### config.mk
export PLATFORM = sky130hd
export DESIGN_NAME = apb_master_bridge
export DESIGN_NICKNAME = d
export VERILOG_FILES = /design/src/rtl/apb_pkg.sv /design/src/rtl/apb_wait_timer.sv /design/src/rtl/apb_master_bridge.sv
export SDC_FILE = /design/constraint.sdc
export NUM_CORES = 1
export LEC_CHECK = 0
export ABC_AREA = 1
export BUFFER_PORTS_ARGS = -buffer_cell sky130_fd_sc_hd__buf_4
export CAP_MARGIN = 20
export CORE_AREA = 2 2 86 88
export CTS_CLUSTER_DIAMETER = 50
export DETAILED_ROUTE_END_ITERATION = 7
export DIE_AREA = 0 0 88 90
export GPL_ROUTABILITY_DRIVEN = 0
export PLACE_DENSITY = 0.86
export SYNTH_ARGS = -nofsm -noshare
export SYNTH_HDL_FRONTEND = slang
export SYNTH_SLANG_ARGS = --single-unit
### constraint.sdc
create_clock -name pclk -period 2.2 [get_ports pclk]
set_input_delay 0.44 -clock pclk [delete_from_list [all_inputs] [get_ports pclk]]
set_output_delay 0.44 -clock pclk [all_outputs]
set_load 0.1 [all_outputs]
### src/rtl/apb_pkg.sv
// Shared types for the APB initiator: FSM state encoding and the
// response bundle returned on the rsp_* channel.
package apb_pkg;

    localparam int APB_DATA_W = 32;

    typedef enum logic [1:0] {
        IDLE   = 2'd0,
        SETUP  = 2'd1,
        ACCESS = 2'd2,
        RESP   = 2'd3
    } apb_mst_state_t;

    typedef struct packed {
        logic [APB_DATA_W-1:0] rdata;
        logic                  slverr;
        logic                  timeout;
    } apb_rsp_t;

endpackage

### src/rtl/apb_wait_timer.sv
// Counts ACCESS cycles spent waiting on pready and flags the cycle in
// which the count reaches TIMEOUT_CYCLES. Ports: pclk/presetn clock and
// async active-low reset; clear_i zeroes the count; en_i marks a wait
// cycle; expired_o is high in the wait cycle that would hit the limit.
module apb_wait_timer #(
    parameter int TIMEOUT_CYCLES = 16
) (
    input  logic pclk,
    input  logic presetn,
    input  logic clear_i,
    input  logic en_i,
    output logic expired_o
);

    generate
        if (TIMEOUT_CYCLES == 0) begin : g_off
            logic unused_in;
            assign unused_in = clear_i ^ en_i ^ pclk ^ presetn;
            assign expired_o = 1'b0;
        end else begin : g_on
            localparam int W = $clog2(TIMEOUT_CYCLES + 1);
            localparam logic [W-1:0] LAST = W'(TIMEOUT_CYCLES - 1);

            logic [W-1:0] cnt_q;
            logic [W-1:0] cnt_d;

            always_comb begin
                cnt_d = cnt_q;
                if (clear_i) begin
                    cnt_d = '0;
                end else if (en_i && (cnt_q != LAST)) begin
                    cnt_d = cnt_q + W'(1);
                end
            end

            always_ff @(posedge pclk or negedge presetn) begin
                if (!presetn) begin
                    cnt_q <= '0;
                end else begin
                    cnt_q <= cnt_d;
                end
            end

            // cnt_q already holds LAST earlier wait cycles, so this
            // wait cycle is the one that brings the total to the limit.
            assign expired_o = en_i && (cnt_q == LAST);
        end
    endgenerate

endmodule

### src/rtl/apb_master_bridge.sv
// APB initiator: one valid/ready command becomes one SETUP/ACCESS
// transfer; result returned on rsp_* (rdata, slverr, timeout).
// Ports: cmd_* command stream in, rsp_* response stream out,
// p* APB master signals. All outputs registered, reset to 0.
module apb_master_bridge
    import apb_pkg::*;
#(
    parameter int ADDR_WIDTH     = 5,
    parameter int DATA_WIDTH     = 32,
    parameter int TIMEOUT_CYCLES = 16
) (
    input  logic                  pclk,
    input  logic                  presetn,
    input  logic                  cmd_valid,
    output logic                  cmd_ready,
    input  logic                  cmd_write,
    input  logic [ADDR_WIDTH-1:0] cmd_addr,
    input  logic [DATA_WIDTH-1:0] cmd_wdata,
    output logic                  rsp_valid,
    input  logic                  rsp_ready,
    output logic [DATA_WIDTH-1:0] rsp_rdata,
    output logic                  rsp_slverr,
    output logic                  rsp_timeout,
    output logic                  psel,
    output logic                  penable,
    output logic                  pwrite,
    output logic [ADDR_WIDTH-1:0] paddr,
    output logic [DATA_WIDTH-1:0] pwdata,
    input  logic [DATA_WIDTH-1:0] prdata,
    input  logic                  pready,
    input  logic                  pslverr
);

    apb_mst_state_t        state_q, state_d;
    logic                  cmd_ready_q, cmd_ready_d;
    logic                  psel_q, psel_d;
    logic                  penable_q, penable_d;
    logic                  pwrite_q, pwrite_d;
    logic [ADDR_WIDTH-1:0] paddr_q, paddr_d;
    logic [DATA_WIDTH-1:0] pwdata_q, pwdata_d;
    logic                  rsp_valid_q, rsp_valid_d;
    apb_rsp_t              rsp_q, rsp_d;

    logic tmr_clear;
    logic tmr_en;
    logic tmr_expired;

    // Count restarts while in SETUP so ACCESS always begins at zero.
    assign tmr_clear = (state_q == SETUP);
    assign tmr_en    = (state_q == ACCESS) && !pready;

    apb_wait_timer #(
        .TIMEOUT_CYCLES(TIMEOUT_CYCLES)
    ) u_timer (
        .pclk     (pclk),
        .presetn  (presetn),
        .clear_i  (tmr_clear),
        .en_i     (tmr_en),
        .expired_o(tmr_expired)
    );

    always_comb begin
        state_d     = state_q;
        cmd_ready_d = cmd_ready_q;
        psel_d      = psel_q;
        penable_d   = penable_q;
        pwrite_d    = pwrite_q;
        paddr_d     = paddr_q;
        pwdata_d    = pwdata_q;
        rsp_valid_d = rsp_valid_q;
        rsp_d       = rsp_q;

        unique case (state_q)
            IDLE: begin
                // cmd_ready comes up one edge after reset release.
                cmd_ready_d = 1'b1;
                if (cmd_valid && cmd_ready_q) begin
                    paddr_d     = cmd_addr;
                    pwrite_d    = cmd_write;
                    pwdata_d    = cmd_wdata;
                    psel_d      = 1'b1;
                    penable_d   = 1'b0;
                    cmd_ready_d = 1'b0;
                    state_d     = SETUP;
                end
            end
            SETUP: begin
                penable_d = 1'b1;
                state_d   = ACCESS;
            end
            ACCESS: begin
                // pready has priority over an expiring count.
                if (pready) begin
                    psel_d        = 1'b0;
                    penable_d     = 1'b0;
                    rsp_valid_d   = 1'b1;
                    rsp_d.rdata   = pwrite_q ? '0
                                  : APB_DATA_W'(prdata);
                    rsp_d.slverr  = pslverr;
                    rsp_d.timeout = 1'b0;
                    state_d       = RESP;
                end else if (tmr_expired) begin
                    psel_d        = 1'b0;
                    penable_d     = 1'b0;
                    rsp_valid_d   = 1'b1;
                    rsp_d.rdata   = '0;
                    rsp_d.slverr  = 1'b1;
                    rsp_d.timeout = 1'b1;
                    state_d       = RESP;
                end
            end
            RESP: begin
                if (rsp_ready) begin
                    rsp_valid_d = 1'b0;
                    cmd_ready_d = 1'b1;
                    state_d     = IDLE;
                end
            end
            default: begin
                state_d = IDLE;
            end
        endcase
    end

    always_ff @(posedge pclk or negedge presetn) begin
        if (!presetn) begin
            state_q     <= IDLE;
            cmd_ready_q <= 1'b0;
            psel_q      <= 1'b0;
            penable_q   <= 1'b0;
            pwrite_q    <= 1'b0;
            paddr_q     <= '0;
            pwdata_q    <= '0;
            rsp_valid_q <= 1'b0;
            rsp_q       <= '0;
        end else begin
            state_q     <= state_d;
            cmd_ready_q <= cmd_ready_d;
            psel_q      <= psel_d;
            penable_q   <= penable_d;
            pwrite_q    <= pwrite_d;
            paddr_q     <= paddr_d;
            pwdata_q    <= pwdata_d;
            rsp_valid_q <= rsp_valid_d;
            rsp_q       <= rsp_d;
        end
    end

    assign cmd_ready   = cmd_ready_q;
    assign psel        = psel_q;
    assign penable     = penable_q;
    assign pwrite      = pwrite_q;
    assign paddr       = paddr_q;
    assign pwdata      = pwdata_q;
    assign rsp_valid   = rsp_valid_q;
    assign rsp_rdata   = rsp_q.rdata[DATA_WIDTH-1:0];
    assign rsp_slverr  = rsp_q.slverr;
    assign rsp_timeout = rsp_q.timeout;

endmodule

# --- After elaboration in Yosys (flattened, before gate mapping) ---
# Index checks and enable logic that the tools add are counted.
totals:
  in_bits: 76
  memories: 0
  ff_bits: 83
  latch_bits: 0
  ram_bits: 0
  romBits: 0
op_classes:
  magnitude_cmp: 0
  n_reduce_logical: 19
  muxes: 23
  multipliers: 0
  n_eq_ne: 8
  add_sub_neg: 1
  shifts: 0
  bitwise_logic: 0
  div: 0
op_table:
  columns: ["cell", "count"]
  rows:
  - ["two-way mux 34 bit", 2]
  - ["two-way mux 32 bit", 1]
  - ["AND reduction 3 bit", 4]
  - ["two-way mux 5 bit", 2]
  - ["nonzero test 2 bit", 5]
  - ["two-way mux 1 bit", 9]
  - ["two-way mux 2 bit", 4]
  - ["case mux 2 bit (4 select lines)", 1]
  - ["case mux 1 bit (2 select lines)", 3]
  - ["AND reduction 2 bit", 3]
  - ["adder 5 x 1 -> 5 bit, second input constant", 1]
  - ["equality test 5 x 4 -> 1 bit, second input constant", 1]
  - ["inequality test 5 x 4 -> 1 bit, second input constant", 1]
  - ["equality test 2 bit, second input constant", 2]
  - ["logical AND 1 bit", 4]
  - ["inequality test 2 bit, second input constant", 2]
  - ["inequality test 3 bit, second input constant", 1]
  - ["case mux 1 bit (3 select lines)", 1]
  - ["nonzero test 3 bit", 1]
  - ["equality test 2 x 1 -> 1 bit, second input constant", 1]
  - ["zero test 2 bit", 1]
  - ["zero test 1 bit", 1]

# --- Longest topological paths before layout ---
# Gate-level depths: netlist of the first run.
depth:
  depth_word: 6
  mapped_depth: 10
  depth_no_buf: 10

# --- Hierarchy ---
# A second synthesis of the first run with hierarchy kept.
unflattened:
  cells_unflattened: 403
  area_unflattened_um2: 3542.1
modules_own_cells:
  columns: ["mod", "cells_each", "instances", "area_per_inst_um2"]
  rows:
  - ["apb_master_bridge", 365, 1, 3266.9]
  - ["apb_wait_timer", 38, 1, 275.3]

# --- Worst setup path after synthesis of the first run ---
# No wires, ideal clock.
synth_path:
  kind: "register to register"
  start: "register cmd_ready_q (netlist: cmd_ready)"
  end: "register pwdata_q[19] (netlist: pwdata[19])"
  t_required_ns: 2.080
  stages_incl_launch_ff: 6
  path_slack_ns: 0.432
  arrival_ns: 1.648
  n_path_buf: 2
  setup_ns: 0.120
  cell_sequence: "dfrtp_1 > nand3_2 > buf_2 > buf_2 > nand2_1 > nand2_1"
synth_via:
  elab_chain_cells: 2
synth_rtl:
  columns: ["element", "line_no", "rtl"]
  rows:
  - ["start: declaration", "apb_master_bridge.sv:35", "logic cmd_ready_q, cmd_ready_d;"]
  - ["start signal: assignment", "apb_master_bridge.sv:138", "cmd_ready_q <= cmd_ready_d;"]
  - ["logical AND 1 bit", "apb_master_bridge.sv:77", "if (cmd_valid && cmd_ready_q) begin"]
  - ["AND reduction 2 bit (no line)", null, null]
  - ["end signal: assignment", "apb_master_bridge.sv:143", "pwdata_q <= pwdata_d;"]
  - ["end: declaration", "apb_master_bridge.sv:40", "logic [DATA_WIDTH-1:0] pwdata_q, pwdata_d;"]
# No other way between the ends.
# A chain may end at the register's enable or synchronous reset.

# --- Worst setup path after layout of the first run ---
layout_path:
  start: "register u_timer.g_on.cnt_q[0]"
  end: "register rsp_q, in the netlist rsp_rdata[5]"
layout_via:
  elab_chain_cells: 4
layout_rtl:
  columns: ["element", "line_no", "rtl"]
  rows:
  - ["start: declaration", "apb_wait_timer.sv:24", "logic [W-1:0] cnt_q;"]
  - ["start signal: assignment", "apb_wait_timer.sv:40", "cnt_q <= cnt_d;"]
  - ["equality test 5 x 4 -> 1 bit", "apb_wait_timer.sv:46", "assign expired_o = en_i && (cnt_q == LAST);"]
  - ["logical AND 1 bit", "apb_wait_timer.sv:46", null]
  - ["nonzero test 2 bit (no line)", null, null]
  - ["AND reduction 2 bit (no line)", null, null]
  - ["end signal: assignment", "apb_master_bridge.sv:145", "rsp_q <= rsp_d;"]
  - ["end: declaration", "apb_master_bridge.sv:42", "apb_rsp_t rsp_q, rsp_d;"]
# No other way between the ends.

==> impl_metrics.py, run 1 <==
metrics = {
    "logic_synthesis": {
        "avgSynthCellArea_um2": 8.92,
        "netlist.top_cell.by_area": "sky130_fd_sc_hd__dfrtp_1",
        "yosysUniqueCellTypes": 22,
        "post_synth_main_area_contributors": "sky130_fd_sc_hd__dfrtp_1 60%, sky130_fd_sc_hd__nand2_1 21%, sky130_fd_sc_hd__nand3_1 6.1%, sky130_fd_sc_hd__buf_6 2.6%, sky130_fd_sc_hd__ha_1 2.5%",
        "yosys.area.top_type_share": 0.600,
        "syn_area_um2": 3460,
        "post_synth_inst_count": 388,
        "mappedNetlistNets": 471,
        "yosysWarnings": 0,
        "synth-seq-area-share": 0.600,
        "ys_seq_elements": 83,
    },
    "sta": {
        "maxSlewViolCount": 0,
        "fmaxAchievable_mhz": 523,
        "hold_viol_final": 0,
        "timing.max_slew.rel_slack": 0.586,
        "grt_setup_unrepaired": "false",
        "finalWorstSetupSlack_ps": 288,
        "final-setup-viol-count": 0,
        "period_minus_slack_ps": 1910,
        "share_of_the_clock_period_used_by_the_worst_path_after_layout": 0.869,
        "finalSetupTns_ps": 0,
        "transition_time_at_the_pin_with_the_least_slew_margin_ps": 620,
        "final.setup_skew_ps": 9.66,
    },
    "job": {
        "drv.max_cap_violation_count": 0,
    },
    "setup_path": {
        "worstPathRequired_ps": 2490,
        "critPathSlowestCell": "sky130_fd_sc_hd__dfrtp_1",
        "worstSetupEndpointType": "register",
        "critical-path-max-stage-delay_ps": 420,
        "cp_top_family": "simple AND/OR/NAND/NOR gates",
        "cp_startpoint_kind": "register",
        "critical_path_peak_fanout": 35,
        "worstPathArrival_ps": 2200,
        "crit_chain": "ha_1 -> nand2_1 -> nor2_1 -> ha_1 -> nand2_1 -> nand2_4 -> inv_4 -> nand2_1 -> nand2_1",
        "cp_common_cell": "sky130_fd_sc_hd__nand2_1",
        "critical_path_class": "register to register",
        "cp.buffers_inverters": 1,
    },
    "grt": {
        "grt_use_total": 0.225,
        "grt_max_degree": 40,
        "grt_util_met3": 0.0560,
        "met2_usage": 0.363,
        "grt_pass1_wl_um": 14100,
        "grt_pass1_vias": 3127,
        "grt_antenna_before_repair": 0,
        "global_route.overflow_total": 0,
        "layer_carrying_the_most_global_route_usage": "met2",
        "grt_use_met1": 0.292,
    },
    "die": {
        "num_rows": 31,
        "vertical_die_dimension_um": 90,
        "die_area_um2": 7920,
        "die_width_um": 88,
        "io-pin-count": 152,
        "coreArea_um2": 7020,
        "initial_utilization": 0.493,
    },
    "cts": {
        "path_clk_slew_ps": 80,
        "clock_path_buffers": 2,
        "root_buffer": "sky130_fd_sc_hd__clkbuf_8",
        "postCtsSetupRepairBufs": 0,
        "ctsResizeCount": 0,
        "cts_tree": "built",
        "worst_skew_pair.late_latency_ps": 340,
        "ctsHoldBuffers": 0,
        "cts_buffers": 9,
        "clock_sinks": 83,
        "h-tree-depth": 3,
    },
    "placed_design": {
        "pre_cts_slack_ps": 299,
        "estimated_wirelength_of_the_detail_placed_design_um": 6410,
        "buffer_ports.inserted": 151,
        "placed_cell_area_um2": 4620,
    },
    "hold_path": {
        "min-delay-path-class": "input port to asynchronous set/reset pin",
    },
    "drt": {
        "drtAntennaViolNets": 0,
        "detailedRoute.firstIterationViolations": 178,
        "drc": 0,
        "wl_per_cell_um": 13.4,
        "totalWireLength_um": 8580,
        "post_drt_via_cell_ratio": 4.85,
        "route.vias.total": 3108,
        "detail_route.first_pass.iterations": 4,
    },
    "status": {
        "status": "completed",
    },
    "final_layout": {
        "nets": 621,
        "postLayoutCoreUtil": 0.685,
        "drive_gt1_frac": 0.327,
        "syn_to_final_growth_pct": 38.8,
        "post-route-cell-area_um2": 4810,
        "antenna_diode_count": 0,
    },
}
[area by class of cell]
cell class	instances	area, um2
timing repair buffer	156	1170
multi-input combinational	271	1190
fill	559	2210
inverter	17	66.3
tap	99	124
clock buffer	9	124
clock inverter	6	57.6
sequential	83	2080
[per-stage QoR]
stage	std cells	hold slack [ps]
6_report	641	15.3
5_1_grt	641	30.7
4_1_cts	641	16.5
3_5_place_dp	626	388
3_3_place_gp	626	390
2_1_floorplan	388	144
[registers in the layout, indices dropped and copies added (netlist names)]
name / flops
cmd_ready: 1
paddr: 5
penable: 1
psel: 1
pwdata: 32
pwrite: 1
rsp_rdata: 32
rsp_slverr: 1
rsp_timeout: 1
rsp_valid: 1
state_q: 2
u_timer.g_on.cnt_q: 5
[synthesized netlist by cell type (all sizes together)]
master and n:
clkbuf 2, o21ai 7, nand4 1, dfrtp 83
inv 17, ha 7, nor2 7, nand2 200
or2 1, o22a 1, nand3 43, a21o 1
xor2 2, nand3b 1, buf 15
[worst register-to-register path, delay by kind of cell, from the launching register on]
family / cells / cell delay (ps)
buffers and inverters: 1 / 330
adder cells (fa/ha/maj): 2 / 430
flip-flops: 1 / 420
AND/OR/NAND/NOR: 6 / 670
[cells by family (layout without fill, tap and decap cells)]
group | count (synthesis) | after routing | share of synthesized area
flip-flops | 83 | 83 | 0.600
AO/OA/AOI/OAI | 9 | 9 | 0.0148
XOR/XNOR | 2 | 2 | 0.00506
AND/OR/NAND/NOR | 253 | 253 | 0.297
adder cells (fa/ha/maj) | 7 | 7 | 0.0253
buffers and inverters | 34 | 188 | 0.0582
[layer usage]
metal / up-vias / part of all wire / routed length (um)
met4: 0 / 0.015 / 129
met3: 12 / 0.092 / 787
li1: 1502 / - / -
met1: 1440 / 0.41 / 3550
met5: - / 0 / 0
met2: 154 / 0.48 / 4120
[layout by cell type (no fill, tap or decap), drive strengths merged]
cell / netlist / final
nand4: 1 / 1
o21ai: 7 / 7
clkbuf: 2 / 9
inv: 17 / 17
dfrtp: 83 / 83
bufinv: 0 / 1
clkinv: 0 / 4
nand3b: 1 / 1
nand2: 200 / 200
clkinvlp: 0 / 1
a21o: 1 / 1
ha: 7 / 7
or2: 1 / 1
buf: 15 / 156
nor2: 7 / 7
o22a: 1 / 1
nand3: 43 / 43
xor2: 2 / 2
[worst paths after layout]
check	cells after the start	slack [ps]	to	start
min in group pclk	3	280	pwdata[4]$_DFFE_PN0P_	cmd_wdata[4]
max in group asynchronous	2	1530	rsp_rdata[26]$_DFFE_PN0P_	presetn
worst min register to register	2	480	rsp_rdata[9]$_DFFE_PN0P_	rsp_rdata[9]$_DFFE_PN0P_
worst min-delay path	1	20	rsp_slverr$_DFFE_PN0P_	presetn
worst max register to register	9	290	rsp_rdata[5]$_DFFE_PN0P_	u_timer.g_on.cnt_q[0]$_DFFE_PN0P_
worst max-delay path	9	290	rsp_rdata[5]$_DFFE_PN0P_	u_timer.g_on.cnt_q[0]$_DFFE_PN0P_
Power of run 1 is not shown: default switching activity piles up to over one toggle a cycle in this logic, so the estimate is an artifact.
==> run 2: changes to the inputs <==
Settings changed: CORE_AREA 2 2 86 88 to 2 2 71 106, DIE_AREA 0 0 88 90 to 0 0 73 108.
==> run 2 against run 1 <==
Against the previous run:
- global-route usage down 0.95 points
- clock skew hardly changed
- count of clock-buffer cells in the layout grew 3
- cell area grew 0.83%
- critical endpoint is now rsp_rdata[31]$_DFFE_PN0P_
- largest cell class unchanged
==> impl_metrics.py, run 2 (synthesized netlist as in run 1, its figures left out) <==
metrics = {
    "status": {
        "status": "completed",
    },
    "sta": {
        "final-setup-viol-count": 0,
        "fmaxAchievable_mhz": 525,
        "share_of_the_clock_period_used_by_the_worst_path_after_layout": 0.866,
        "finalSetupTns_ps": 0,
        "maxSlewViolCount": 0,
        "final.setup_skew_ps": 9.21,
        "period_minus_slack_ps": 1910,
        "timing.max_slew.rel_slack": 0.608,
        "transition_time_at_the_pin_with_the_least_slew_margin_ps": 588,
        "hold_viol_final": 0,
        "grt_setup_unrepaired": "false",
    },
    "final_layout": {
        "syn_to_final_growth_pct": 40.0,
        "drive_gt1_frac": 0.323,
        "layout_common_cells": "198 x sky130_fd_sc_hd__nand2_1, 154 x sky130_fd_sc_hd__buf_4, 83 x sky130_fd_sc_hd__dfrtp_1",
        "antenna_diode_count": 0,
        "mostFrequentLayoutCell": "sky130_fd_sc_hd__nand2_1",
        "nets": 620,
    },
    "cts": {
        "clock_sinks": 83,
        "postCtsSetupRepairBufs": 0,
        "h-tree-depth": 3,
        "cts_buffers": 9,
        "clock_path_buffers": 2,
        "cts_tree": "built",
        "root_buffer": "sky130_fd_sc_hd__clkbuf_8",
        "ctsResizeCount": 0,
        "ctsHoldBuffers": 0,
        "path_clk_slew_ps": 80,
        "worst_skew_pair.late_latency_ps": 350,
    },
    "drt": {
        "detailedRoute.firstIterationViolations": 158,
        "drc": 0,
        "totalWireLength_um": 8280,
        "detail_route.first_pass.iterations": 4,
        "post_drt_via_cell_ratio": 4.99,
        "wl_per_cell_um": 13.3,
        "drtAntennaViolNets": 0,
        "route.vias.total": 3095,
    },
    "setup_path": {
        "worstPathArrival_ps": 2180,
        "cp_startpoint_kind": "register",
        "critical_path_peak_fanout": 35,
        "cp_top_family": "simple AND/OR/NAND/NOR gates",
        "crit_chain": "ha_1 -> nand2_1 -> nor2_1 -> ha_1 -> nand2_1 -> nand2_4 -> inv_4 -> nand2_1 -> nand2_1",
        "critPathSlowestCell": "sky130_fd_sc_hd__dfrtp_1",
        "critical-path-max-stage-delay_ps": 430,
        "critical_path_class": "register to register",
        "cp.buffers_inverters": 1,
        "worstSetupEndpointType": "register",
        "cp_common_cell": "sky130_fd_sc_hd__nand2_1",
        "worstPathRequired_ps": 2480,
    },
    "job": {
        "drv.max_cap_violation_count": 0,
    },
    "grt": {
        "grt_max_degree": 48,
        "global_route.overflow_total": 0,
        "grt_pass1_vias": 2982,
        "grt_antenna_before_repair": 0,
        "grt_use_total": 0.215,
        "grt_pass1_wl_um": 13300,
    },
    "die": {
        "die_area_um2": 7880,
        "io-pin-count": 152,
        "vertical_die_dimension_um": 108,
        "num_rows": 37,
        "die_width_um": 73,
        "initial_utilization": 0.502,
        "coreArea_um2": 6900,
    },
    "hold_path": {
        "min-delay-path-class": "input port to asynchronous set/reset pin",
    },
    "placed_design": {
        "estimated_wirelength_of_the_detail_placed_design_um": 6030,
        "buffer_ports.inserted": 151,
    },
}
==> run 2: cell count changes in the layout (fill, tap and decap cells not counted) <==
cell	before	now
sky130_fd_sc_hd__clkinv_2	4	0
sky130_fd_sc_hd__bufinv_16	1	3
sky130_fd_sc_hd__buf_4	156	154
sky130_fd_sc_hd__clkbuf_8	9	10
sky130_fd_sc_hd__clkbuf_1	0	2
sky130_fd_sc_hd__buf_12	0	1
==> run 2: final timing paths <==
kind	from	depth (start not counted)	slack (ps)	endpoint
setup / recovery	u_timer.g_on.cnt_q[0]$_DFFE_PN0P_	9	290	rsp_rdata[31]$_DFFE_PN0P_
hold / removal	presetn	1	40	rsp_rdata[1]$_DFFE_PN0P_
setup reg to reg	u_timer.g_on.cnt_q[0]$_DFFE_PN0P_	9	290	rsp_rdata[31]$_DFFE_PN0P_
hold reg to reg	pwdata[11]$_DFFE_PN0P_	2	480	pwdata[11]$_DFFE_PN0P_
max in group asynchronous	presetn	2	1550	rsp_rdata[17]$_DFFE_PN0P_
min in group pclk	cmd_wdata[2]	3	280	pwdata[2]$_DFFE_PN0P_
==> run 2: cell type report <==
class	instances	area [um2]
flip-flops and latches	83	2080
fillers	519	2050
multi-input cells	271	1190
repair buffers	155	1180
clock buffers	12	145
clock inverters	4	97.6
well taps	78	97.6
inverters	17	66.3
==> run 2: per-layer routing <==
layer / GRT usage / part of all wire / wire length, um
met1: 0.266 / 0.39 / 3230
met2: 0.355 / 0.50 / 4120
met3: 0.0587 / 0.091 / 751
met4: 0.0833 / 0.022 / 178
met5: 0 / 0 / 0
==> run 2: worst register-to-register path, stage by stage (launching register included) <==
cell and delay (ps):
sky130_fd_sc_hd__dfrtp_1 430, sky130_fd_sc_hd__ha_1 250, sky130_fd_sc_hd__nand2_1 70, sky130_fd_sc_hd__nor2_1 40
sky130_fd_sc_hd__ha_1 180, sky130_fd_sc_hd__nand2_1 120, sky130_fd_sc_hd__nand2_4 230, sky130_fd_sc_hd__inv_4 330
sky130_fd_sc_hd__nand2_1 110, sky130_fd_sc_hd__nand2_1 90
==> run 2: through the flow <==
step                      hold slack, ps  utilization  worst slack, ps  instances  instance area (um2)
final                               40.0        0.703              295        620                 4850
after global routing                70.9        0.703              114        620                 4850
after CTS                           47.3        0.703              298        620                 4850
after detailed placement             426        0.667              340        604                 4600
after global placement               421        0.667              414        604                 4600
after floorplan                      144            -              432        388                 3460
Power of run 2 is left out for the same reason.
==> run 3: changes to the inputs <==
Settings changed: ABC_AREA 1 to unset, PLACE_DENSITY 0.86 to 0.85.
==> run 3 against run 2 <==
Against the previous run:
- cell area decreased by 0.77%
- flip-flop and latch count unchanged
- highest routed layer unchanged
- setup slack gained 1.2 ps
- maximum frequency hardly changed
==> impl_metrics.py, run 3 <==
metrics = {
    "status": {
        "status": "completed",
    },
    "drt": {
        "drc": 0,
        "detailedRoute.firstIterationViolations": 163,
        "post_drt_via_cell_ratio": 5.03,
        "detail_route.wirelength.met1_um": 2900,
        "totalWireLength_um": 7970,
        "wl_met2_um": 4390,
        "drtAntennaViolNets": 0,
        "detail_route.first_pass.iterations": 4,
        "met3RoutedLength_um": 355,
        "route.vias.total": 2612,
        "topRoutingLayerUsed": "met4",
        "wl_per_cell_um": 15.3,
    },
    "final_layout": {
        "nFillCells": 540,
        "antenna_diode_count": 0,
        "drive_gt1_frac": 0.497,
        "multi_input_comb_area_um2": 1210,
        "nets": 520,
        "syn_to_final_growth_pct": 42.8,
        "mostFrequentLayoutCell": "sky130_fd_sc_hd__buf_4",
        "sequential_cell_area_um2": 2080,
        "layout_common_cells": "154 x sky130_fd_sc_hd__buf_4, 83 x sky130_fd_sc_hd__dfrtp_1, 65 x sky130_fd_sc_hd__nand2_1",
    },
    "die": {
        "io-pin-count": 152,
        "die_area_um2": 7880,
        "coreArea_um2": 6900,
        "initial_utilization": 0.488,
        "die_width_um": 73,
        "vertical_die_dimension_um": 108,
        "num_rows": 37,
    },
    "setup_path": {
        "cp_startpoint_kind": "register",
        "crit_chain": "ha_1 -> and3_1 -> ha_1 -> nor3b_4 -> buf_4 -> mux2i_1 -> nor2_1",
        "critical_path_peak_fanout": 6,
        "worstSetupEndpointType": "register",
        "cp_common_cell": "sky130_fd_sc_hd__ha_1",
        "critPathSlowestCell": "sky130_fd_sc_hd__dfrtp_1",
        "worstPathRequired_ps": 2420,
        "worstPathArrival_ps": 2130,
        "critical-path-max-stage-delay_ps": 410,
        "critical_path_class": "register to register",
    },
    "cts": {
        "clock_sinks": 83,
        "h-tree-depth": 3,
        "postCtsSetupRepairBufs": 0,
        "ctsResizeCount": 0,
        "root_buffer": "sky130_fd_sc_hd__clkbuf_8",
        "clock_path_buffers": 2,
        "path_clk_slew_ps": 70,
        "cts_tree": "built",
        "ctsHoldBuffers": 0,
        "worst_skew_pair.late_latency_ps": 350,
        "cts_buffers": 9,
    },
    "sta": {
        "fmaxAchievable_mhz": 525,
        "hold_viol_final": 0,
        "finalSetupTns_ps": 0,
        "maxSlewViolCount": 0,
        "timing.max_slew.rel_slack": 0.659,
        "period_minus_slack_ps": 1900,
        "final-setup-viol-count": 0,
        "share_of_the_clock_period_used_by_the_worst_path_after_layout": 0.866,
        "transition_time_at_the_pin_with_the_least_slew_margin_ps": 507,
        "final.setup_skew_ps": 6.17,
        "grt_setup_unrepaired": "false",
    },
    "logic_synthesis": {
        "synth-edff-count": 0,
        "yosysUniqueCellTypes": 23,
        "yosys.area.top_type_share": 0.617,
        "ys_seq_elements": 83,
        "mappedNetlistNets": 367,
        "async_set_reset_flop_share_out_of_synthesis": 1.00,
        "synth-seq-area-share": 0.617,
        "yosysWarnings": 0,
        "avgSynthCellArea_um2": 11.9,
        "post_synth_main_area_contributors": "sky130_fd_sc_hd__dfrtp_1 62%, sky130_fd_sc_hd__mux2_2 13%, sky130_fd_sc_hd__nand2_1 7.2%, sky130_fd_sc_hd__o21ai_0 5.6%, sky130_fd_sc_hd__ha_1 2.6%",
        "synth_ff_type": "sky130_fd_sc_hd__dfrtp_1",
        "post-synth-top-count-cell": "sky130_fd_sc_hd__dfrtp_1",
        "syn_area_um2": 3370,
        "post_synth_inst_count": 284,
        "yosys-top-cells-count": "83 x sky130_fd_sc_hd__dfrtp_1, 65 x sky130_fd_sc_hd__nand2_1, 38 x sky130_fd_sc_hd__mux2_2, 38 x sky130_fd_sc_hd__o21ai_0, 12 x sky130_fd_sc_hd__buf_2",
        "netlist.top_cell.by_area": "sky130_fd_sc_hd__dfrtp_1",
    },
    "grt": {
        "grt_max_degree": 66,
        "grt_antenna_before_repair": 0,
        "grt_pass1_wl_um": 12500,
        "global_route.overflow_total": 0,
        "grt_pass1_vias": 2751,
        "grt_use_total": 0.212,
    },
    "job": {
        "drv.max_cap_violation_count": 0,
    },
    "placed_design": {
        "buffer_ports.inserted": 151,
        "estimated_wirelength_of_the_detail_placed_design_um": 6010,
    },
    "hold_path": {
        "min-delay-path-class": "input port to asynchronous set/reset pin",
    },
}
-- run 3: cell types whose count changed in the layout (fill, tap and decap cells not counted), moves of 3 or more --
cell,before,now
sky130_fd_sc_hd__nand3_1,42,1
sky130_fd_sc_hd__mux2_2,0,38
sky130_fd_sc_hd__a21oi_1,0,5
sky130_fd_sc_hd__o21ai_0,7,37
sky130_fd_sc_hd__bufinv_16,3,0
sky130_fd_sc_hd__inv_1,15,6
sky130_fd_sc_hd__nand2_1,198,65
-- run 3: cell families (layout without fill, tap and decap cells) --
group / Yosys count / in the layout / share of synthesized area
AO/OA/AOI/OAI: 48 / 48 / 0.0765
buffers and inverters: 21 / 178 / 0.0279
adder cells (fa/ha/maj): 7 / 7 / 0.0260
multiplexers: 42 / 42 / 0.142
XOR/XNOR: 2 / 2 / 0.00520
flip-flops: 83 / 83 / 0.617
AND/OR/NAND/NOR: 81 / 81 / 0.106
-- run 3: path summary, 6_finish.rpt --
kind                                                      to  slack, ps                              start  cells past startpoint
setup / recovery           u_timer.g_on.cnt_q[1]$_DFFE_PN0P_        300  u_timer.g_on.cnt_q[0]$_DFFE_PN0P_                      7
hold / removal             u_timer.g_on.cnt_q[4]$_DFFE_PN0P_         50                            presetn                      1
setup reg to reg           u_timer.g_on.cnt_q[1]$_DFFE_PN0P_        300  u_timer.g_on.cnt_q[0]$_DFFE_PN0P_                      7
hold reg to reg                    rsp_rdata[11]$_DFFE_PN0P_        490          rsp_rdata[11]$_DFFE_PN0P_                      2
max in group asynchronous           rsp_rdata[3]$_DFFE_PN0P_       1540                            presetn                      2
min in group pclk                       paddr[4]$_DFFE_PN0P_        320                        cmd_addr[4]                      2
-- run 3: layer usage --
metal	global-route usage	up-vias
met5	0	-
met2	0.374	94
met3	0.0559	22
met4	0.119	0
li1	-	1251
met1	0.223	1245
-- run 3: area by class of cell --
class	count	area share
Inverter	6	0.00468
Sequential cell	83	0.432
Timing Repair Buffer	157	0.253
Tap cell	78	0.0203
Clock buffer	14	0.0359
Multi-Input combinational cell	180	0.253
Clock inverter	1	0.00156
-- run 3: worst max-delay path: cells and delay by family, from the launching register on --
kind / cells / cell delay [ps]
and+or+nand+nor: 3 / 510
adders and majority gates: 2 / 480
DFF: 1 / 410
buffers and inverters: 1 / 210
muxes: 1 / 180
-- run 3: per-stage QoR --
| step | cell area (um2) | instances | utilization | hold WS, ps | worst slack, ps |
|---|---|---|---|---|---|
| finish | 4810 | 519 | 0.697 | 46.8 | 296 |
| global placement | 4630 | 504 | 0.671 | 434 | 341 |
| floorplan | 3370 | 284 | - | 144 | 266 |
| global route | 4810 | 519 | 0.697 | 66.1 | 167 |
| detailed placement | 4630 | 504 | 0.671 | 433 | 290 |
| CTS | 4810 | 519 | 0.697 | 47.5 | 278 |
Power of run 3 is left out for the same reason.
